File: src/rtl/spi_pkg.sv
// Constants shared by the SPI master, slave and the receive/transmit side buffers.
package spi_pkg;

    localparam int unsigned SPI_DATA_W  = 16;
    localparam logic        SPI_CS_IDLE = 1'b1;

endpackage

File: src/rtl/spi_cs_sync.sv
// Synchronizes the asynchronous SPI chip select into sys_clk and flags its rising edge (frame end).
module spi_cs_sync
    import spi_pkg::*;
#(
    parameter int unsigned SYNC_STAGES = 2
) (
    input  logic sys_clk,
    input  logic sys_rst_n,
    input  logic i_cs,
    output logic o_cs_sync,
    output logic o_cs_rise
);

    logic [SYNC_STAGES-1:0] sync_q;
    logic                   cs_prev;

    // Everything resets to idle so releasing reset never looks like a frame end.
    always_ff @(posedge sys_clk or negedge sys_rst_n) begin
        if (!sys_rst_n) begin
            sync_q  <= {SYNC_STAGES{SPI_CS_IDLE}};
            cs_prev <= SPI_CS_IDLE;
        end else begin
            sync_q  <= {sync_q[SYNC_STAGES-2:0], i_cs};
            cs_prev <= sync_q[SYNC_STAGES-1];
        end
    end

    assign o_cs_sync = sync_q[SYNC_STAGES-1];
    assign o_cs_rise = o_cs_sync & ~cs_prev;

endmodule

File: src/rtl/spi_rx_frame_buffer.sv
// Captures the SPI slave's word at each frame end into a first-word-fall-through FIFO
// with valid/ready output, sticky overflow flag and a frame counter.
module spi_rx_frame_buffer
    import spi_pkg::*;
#(
    parameter int unsigned DATA_W      = SPI_DATA_W,
    parameter int unsigned DEPTH       = 8,
    parameter int unsigned SYNC_STAGES = 2
) (
    input  logic                       sys_clk,
    input  logic                       sys_rst_n,
    input  logic                       i_cs,
    input  logic [DATA_W-1:0]          i_getdata,
    output logic [DATA_W-1:0]          o_data,
    output logic                       o_valid,
    input  logic                       i_ready,
    output logic [$clog2(DEPTH):0]     o_level,
    output logic                       o_overflow,
    input  logic                       i_clr_overflow,
    output logic [15:0]                o_frame_cnt
);

    localparam int unsigned PTR_W = $clog2(DEPTH);
    localparam int unsigned LVL_W = PTR_W + 1;

    logic [DATA_W-1:0] mem [DEPTH];
    logic [PTR_W-1:0]  wr_ptr;
    logic [PTR_W-1:0]  rd_ptr;
    logic [LVL_W-1:0]  level;
    logic              cs_sync;
    logic              push;
    logic              pop;
    logic              full;
    logic              push_acc;
    logic              drop;

    spi_cs_sync #(
        .SYNC_STAGES (SYNC_STAGES)
    ) u_cs_sync (
        .sys_clk   (sys_clk),
        .sys_rst_n (sys_rst_n),
        .i_cs      (i_cs),
        .o_cs_sync (cs_sync),
        .o_cs_rise (push)
    );

    assign full     = (level == LVL_W'(DEPTH));
    assign o_valid  = (level != '0);
    assign pop      = o_valid & i_ready;
    // A simultaneous pop frees a slot, so a push into a full FIFO still fits.
    assign push_acc = push & (~full | pop);
    assign drop     = push & full & ~pop;

    always_ff @(posedge sys_clk) begin
        if (push_acc) begin
            mem[wr_ptr] <= i_getdata;
        end
    end

    always_ff @(posedge sys_clk or negedge sys_rst_n) begin
        if (!sys_rst_n) begin
            wr_ptr      <= '0;
            rd_ptr      <= '0;
            level       <= '0;
            o_overflow  <= 1'b0;
            o_frame_cnt <= '0;
        end else begin
            if (push_acc) begin
                wr_ptr <= wr_ptr + 1'b1;
            end
            if (pop) begin
                rd_ptr <= rd_ptr + 1'b1;
            end
            case ({push_acc, pop})
                2'b10:   level <= level + 1'b1;
                2'b01:   level <= level - 1'b1;
                default: level <= level;
            endcase
            if (drop) begin
                o_overflow <= 1'b1;
            end else if (i_clr_overflow) begin
                o_overflow <= 1'b0;
            end
            if (push) begin
                o_frame_cnt <= o_frame_cnt + 16'd1;
            end
        end
    end

    // Storage is not reset, so the head is masked to keep o_data at zero while empty.
    assign o_data  = o_valid ? mem[rd_ptr] : '0;
    assign o_level = level;

endmodule
File: config.mk
export PLATFORM = sky130hd
export DESIGN_NAME = spi_rx_frame_buffer
export DESIGN_NICKNAME = d
export VERILOG_FILES = /design/src/rtl/spi_pkg.sv /design/src/rtl/spi_cs_sync.sv /design/src/rtl/spi_rx_frame_buffer.sv
export SDC_FILE = /design/constraint.sdc
export NUM_CORES = 1
export LEC_CHECK = 0
export BUFFER_PORTS_ARGS = -buffer_cell sky130_fd_sc_hd__buf_2
export CORE_ASPECT_RATIO = 0.8
export CORE_MARGIN = 2
export CORE_UTILIZATION = 50
export DETAILED_ROUTE_END_ITERATION = 12
export PLACE_DENSITY = 0.75
export SKIP_CTS_REPAIR_TIMING = 1
export SYNTH_ARGS = -nofsm -noshare
export SYNTH_HDL_FRONTEND = slang
export SYNTH_SLANG_ARGS = --single-unit
File: constraint.sdc
create_clock -name sys_clk -period 3.8 [get_ports sys_clk]
set_input_delay 0.19 -clock sys_clk [delete_from_list [all_inputs] [get_ports sys_clk]]
set_output_delay 0.19 -clock sys_clk [all_outputs]
set_load 0.01 [all_outputs]
# Word level (Yosys, flattened, before mapping)

Memory sizes are Yosys's and may differ from the RTL's.
Index checks and enable logic that the tools add are counted.

Bits in registers: 30
RAM bits: 128
Bits of input ports: 21
Output and inout port bits: 38
Memories kept: 1

Add/sub/neg operators: 5
Equal/unequal tests: 3
Mux-type cells: 6
Bitwise gates (word level): 9
Reductions and logical operators: 3

Memory list:

| name | depth | width | read ports | clocked after memory_dff | write ports | line                      | source |
|---|---|---|---|---|---|---|---|
| mem  | 8     | 16    | 1          | 0                        | 1           | spi_rx_frame_buffer.sv:26 | `logic [DATA_W-1:0] mem [DEPTH];` |

Operators by type and width:

| kind                                                 | count |
|---|---|
| adder 16 x 1 -> 16 bit (second input constant)       | 1 |
| 2-to-1 mux 16 bit                                    | 1 |
| one-hot mux 4 bit (2 select lines)                   | 1 |
| adder 3 x 1 -> 3 bit (second input constant)         | 2 |
| AND 1 bit                                            | 5 |
| adder 4 x 1 -> 4 bit (second input constant)         | 1 |
| equality test 4 bit (second input constant)          | 1 |
| 2-to-1 mux 1 bit                                     | 4 |
| nonzero test 2 bit                                   | 2 |
| nonzero test 4 bit                                   | 1 |
| subtractor 4 x 1 -> 4 bit (second input constant)    | 1 |
| NOT 1 bit                                            | 3 |
| equality test 2 x 1 -> 1 bit (second input constant) | 1 |
| equality test 2 bit (second input constant)          | 1 |
| bitwise OR 1 bit                                     | 1 |

# Logic depth before layout (Yosys ltp)

Depth after elaboration: 6
Depth in mapped cells: 8
Depth with buffers taken out: 7

# Modules after synthesis

A second synthesis with hierarchy kept.

Cell total of the unflattened synthesis: 390
Area, all modules: 6346.1 sq um

Modules (own cells, without submodules):

| module              | instances | cells each | area each (sq um) | seq. area each (sq um) |
|---|---|---|---|---|
| spi_rx_frame_buffer | 1         | 386        | 6253.5            | 4519.3 |
| spi_cs_sync         | 1         | 4          | 92.6              | 78.8 |

# Worst setup path before layout

Ideal clock, no wire load.

Kind: reg2reg
Start point: register u_cs_sync.sync_q[1]
End point: memory mem[0][0] in the netlist's numbering, enable pin
Arrival: 2.247 ns
Setup slack: 1.144 ns
Cell stages (with the launch flop): 6
Path buffers: 1
Period minus slack after synthesis: 2.656 ns
Cells stage by stage: dfstp_2 nand2b_1 clkbuf_1 a31oi_4 nand2b_1 nor3_1

Word-level cells in the longest chain between the ends: 4

Ends and longest elaborated chain:

| item                                   | line                      | source |
|---|---|---|
| start, declared                        | spi_cs_sync.sv:14         | `logic [SYNC_STAGES-1:0] sync_q;` |
| start signal, assigned                 | spi_cs_sync.sv:20         | `sync_q <= {SYNC_STAGES{SPI_CS_IDLE}};` |
| start signal, assigned                 | spi_cs_sync.sv:23         | `sync_q <= {sync_q[SYNC_STAGES-2:0], i_cs};` |
| AND 1 bit                              | spi_cs_sync.sv:29         | `assign o_cs_rise = o_cs_sync & ~cs_prev;` |
| AND 1 bit                              | spi_rx_frame_buffer.sv:51 | `assign push_acc = push & (~full \| pop);` |
| 2-to-1 mux 1 bit                       | spi_rx_frame_buffer.sv:55 | `if (push_acc) begin` |
| 2-to-1 mux 1 bit (not written as such) | spi_rx_frame_buffer.sv:56 | `mem[wr_ptr] <= i_getdata;` |
| end, declared                          | spi_rx_frame_buffer.sv:26 |  |

No other way between the ends.

# Worst setup path after layout

Start point: register level[1], in the netlist o_level[1]
End point: output port o_data[1]

Word-level cells in the longest chain between the ends: 2

Ends and longest elaborated chain:

| item                   | line                      | source |
|---|---|---|
| start, declared        | spi_rx_frame_buffer.sv:29 | `logic [LVL_W-1:0] level;` |
| start signal, assigned | spi_rx_frame_buffer.sv:75 | `2'b10: level <= level + 1'b1;` |
| start signal, assigned | spi_rx_frame_buffer.sv:76 | `2'b01: level <= level - 1'b1;` |
| start signal, assigned | spi_rx_frame_buffer.sv:77 | `default: level <= level;` |
| nonzero test 4 bit     | spi_rx_frame_buffer.sv:48 | `assign o_valid = (level != '0);` |
| 2-to-1 mux 16 bit      | spi_rx_frame_buffer.sv:91 | `assign o_data = o_valid ? mem[rd_ptr] : '0;` |
| end, declared          | spi_rx_frame_buffer.sv:14 | `output logic [DATA_W-1:0] o_data,` |

No other way between the ends.

==> flow_metrics.tcl <==
set metrics [dict create \
    die_y_um 104.8 \
    routabilityCongestion 0.7940 \
    status "finished clean" \
    r2r_start "o_level[1]" \
    cp_data_required_time_ps 3610 \
    seqCellArea_um2 4601 \
    pwr-share-clk 0.319 \
    yosys-top-cells-count "edfxtp_1, mux4_2, nor2_1" \
    fin_nets 442 \
    grt.overflow.total 0 \
    min_period_over_period 0.6849 \
    pin_count 59 \
    syn_avg_cell_area_um2 18.62 \
    core-area_um2 12300 \
    synth_area_leader_cell "edfxtp_1" \
    combPwrFrac 0.250 \
    drive_above_1_share 0.3419 \
    intPower_mw 3.895 \
    r2r_cells 5 \
    synthCells 341 \
    tightest_slew_ps 1186 \
    setup_tns_ps 0 \
    ys_warn_count 0 \
    critPathArrivalTime_ps 2410 \
    synth.distinct_cells 37 \
    p_per_area_nw_per_um2 735.0 \
    crit_end "o_data[1]" \
    cts_tree "yes" \
    crit_start "o_level[1]" \
    cts_sinks 158 \
    min_path_type "primary input to flip-flop" \
    yosysMostFrequentCell "edfxtp_1" \
    synthToLayoutAreaGrowth_pct 18.49 \
    ys.flop_type "edfxtp_1" \
    die-area_um2 13620 \
    track_usage 0.1892 \
    synthesis.nets 366 \
    final_hold_viol_count 0 \
    grt_pass1_wl_um 18820 \
    drt_first_pass_iters 4 \
    synth.yosys.seq_area_share 0.7243 \
    setup_viol 0 \
    crit_path_start_kind "flip-flop" \
    antenna_found_initial 0 \
    multi_input_area_um2 1657 \
    io_buffers 58 \
    seq_power_share 0.432 \
    maxSlewHeadroom 0.2094 \
    synth.cell_area_um2 6349 \
    clock_path_buffers 2 \
    vdd.ir_drop.worst_mv 0.4034 \
    regToRegSetupSlack_ps 1410 \
    slew_violations 0 \
    dp_hpwl_um 7217 \
    cp_max_fo 12 \
    async_flop_share 0.1899 \
    power.leakage_nw 2.761 \
    fin_crit_ps 2603 \
    design_area_um2 7522 \
    drtIter0Drc 390 \
    regToRegEndpoint "mem[5][9]" \
    ant_nets 0 \
    dpl_cell_area_um2 6867 \
    htree_levels 4 \
    num_rows 36 \
    swShare 0.2955 \
    routedWlPerCell_um 19.44 \
    synth-edff-count 128 \
    vias 3249 \
    finClkSkew_ps 6.154 \
    fmax_mhz 384.2 \
    vias_per_cell 5.397 \
    end_kind "output pin" \
    maxCapViolCount 0 \
    first_global_vias 3390 \
    root_buffer "clkbuf_16" \
    synth_seq_cells 158 \
    numCtsBuffers 17 \
    clock_latency_ps 410 \
    wirelength_um 11700 \
    crit_type "flip-flop to output pin" \
    cts.clk_slew.worst_paths_ps 60 \
    route.detailed.drc 0 \
    grt_setup_unrepaired "no" \
    p_sw_mw 1.634 \
    grt_max_degree 34 \
    start_util 0.5163 \
    ys_top_cells_by_area "edfxtp_1, mux4_2, dfrtp_1" \
    synth_top_area_frac 0.6054 \
    die_w_um 130.0 \
    fillCellCount 889 \
]
==> kinds of logic after synthesis <==
logic type,share of synthesized area
buf+inv,0.01636
simple gates,0.06070
xor+xnor,0.02897
mux,0.1454
fa+ha+maj,0.007884
compound gates,0.01636
flops,0.7243
==> final cells by class <==
| type | instances | area share |
|---|---|---|
| diodes | 1 | 0.0003327 |
| clock inverters | 14 | 0.02578 |
| well taps | 171 | 0.02844 |
| inverters | 4 | 0.001996 |
| multi-input cells | 163 | 0.2202 |
| flip-flops and latches | 158 | 0.6116 |
| repair buffers | 73 | 0.05456 |
| clock buffers | 18 | 0.05705 |
==> layer usage <==
metal,vias up,track usage,share of wire
met5,-,0,0
met4,0,0.06836,0.013
met3,15,0.05735,0.052
met2,78,0.2835,0.50
met1,1658,0.2651,0.44
li1,1498,-,-
==> flip-flops by register name, indices dropped and copies added, names as in the netlist <==
signal	cells
o_level	4
u_cs_sync.cs_prev	1
rd_ptr	3
o_frame_cnt	16
o_overflow	1
u_cs_sync.sync_q	2
mem	128
wr_ptr	3
==> layout by cell type, fill, tap and decap left out, types with 3 or more instances in the layout <==
cell type	count
edfxtp_1	128
buf_2	58
mux4_2	32
nor2_1	30
dfrtp_1	25
mux2i_1	18
clkbuf_16	17
nand2_1	16
xnor2_1	13
buf_4	12
nand4_1	9
xor2_1	8
nand2b_1	4
nand3_1	4
ha_1	4
clkinvlp_4	4
bufinv_16	4
clkinv_4	4
and4_1	3
dlygate4sd3_1	3
dfstp_2	3
==> worst max-delay path, cell delays in order (launching register included) <==
cell and delay (ps):
dfrtp_1 560, nor4_4 960, buf_4 280, nor2_1 50, buf_2 140
==> power groups by stage <==
stage          logic, mW  registers, mW  clock network [mW]
6_report            1.38           2.39                1.76
5_1_grt             1.52           2.43                1.86
4_1_cts             1.41           2.39                1.78
3_5_place_dp        1.39           2.43                   0
3_3_place_gp        1.36           2.41                   0
2_1_floorplan       1.12           2.22                   0
==> stage by stage <==
step                      hold slack (ps)  power [mW]  std cells  setup slack [ps]    util
after floorplan                    -105.6       3.338        341              1144       -
after global placement              252.2       3.776        566              1499  0.5584
after detailed placement            264.2       3.816        566              1415  0.5584
after CTS                          -176.2       5.582        598              1134  0.6091
after global routing                48.68       5.800        601              1017  0.6115
final                               48.06       5.529        602              1197  0.6117
==> worst min path at each step <==
stage / slack [ps] / depth (start not counted) / endpoint / startpoint
2_1_floorplan: -110 / 0 / o_frame_cnt[0] / sys_rst_n
3_3_place_gp: 250 / 1 / o_overflow / sys_rst_n
3_5_place_dp: 260 / 1 / o_frame_cnt[1] / sys_rst_n
4_1_cts: -180 / 1 / o_frame_cnt[1] / sys_rst_n
5_1_grt: 50 / 1 / mem[3][1] / i_getdata[1]
6_report: 50 / 1 / mem[2][11] / i_getdata[11]
Power figures use the tool's default switching activity.
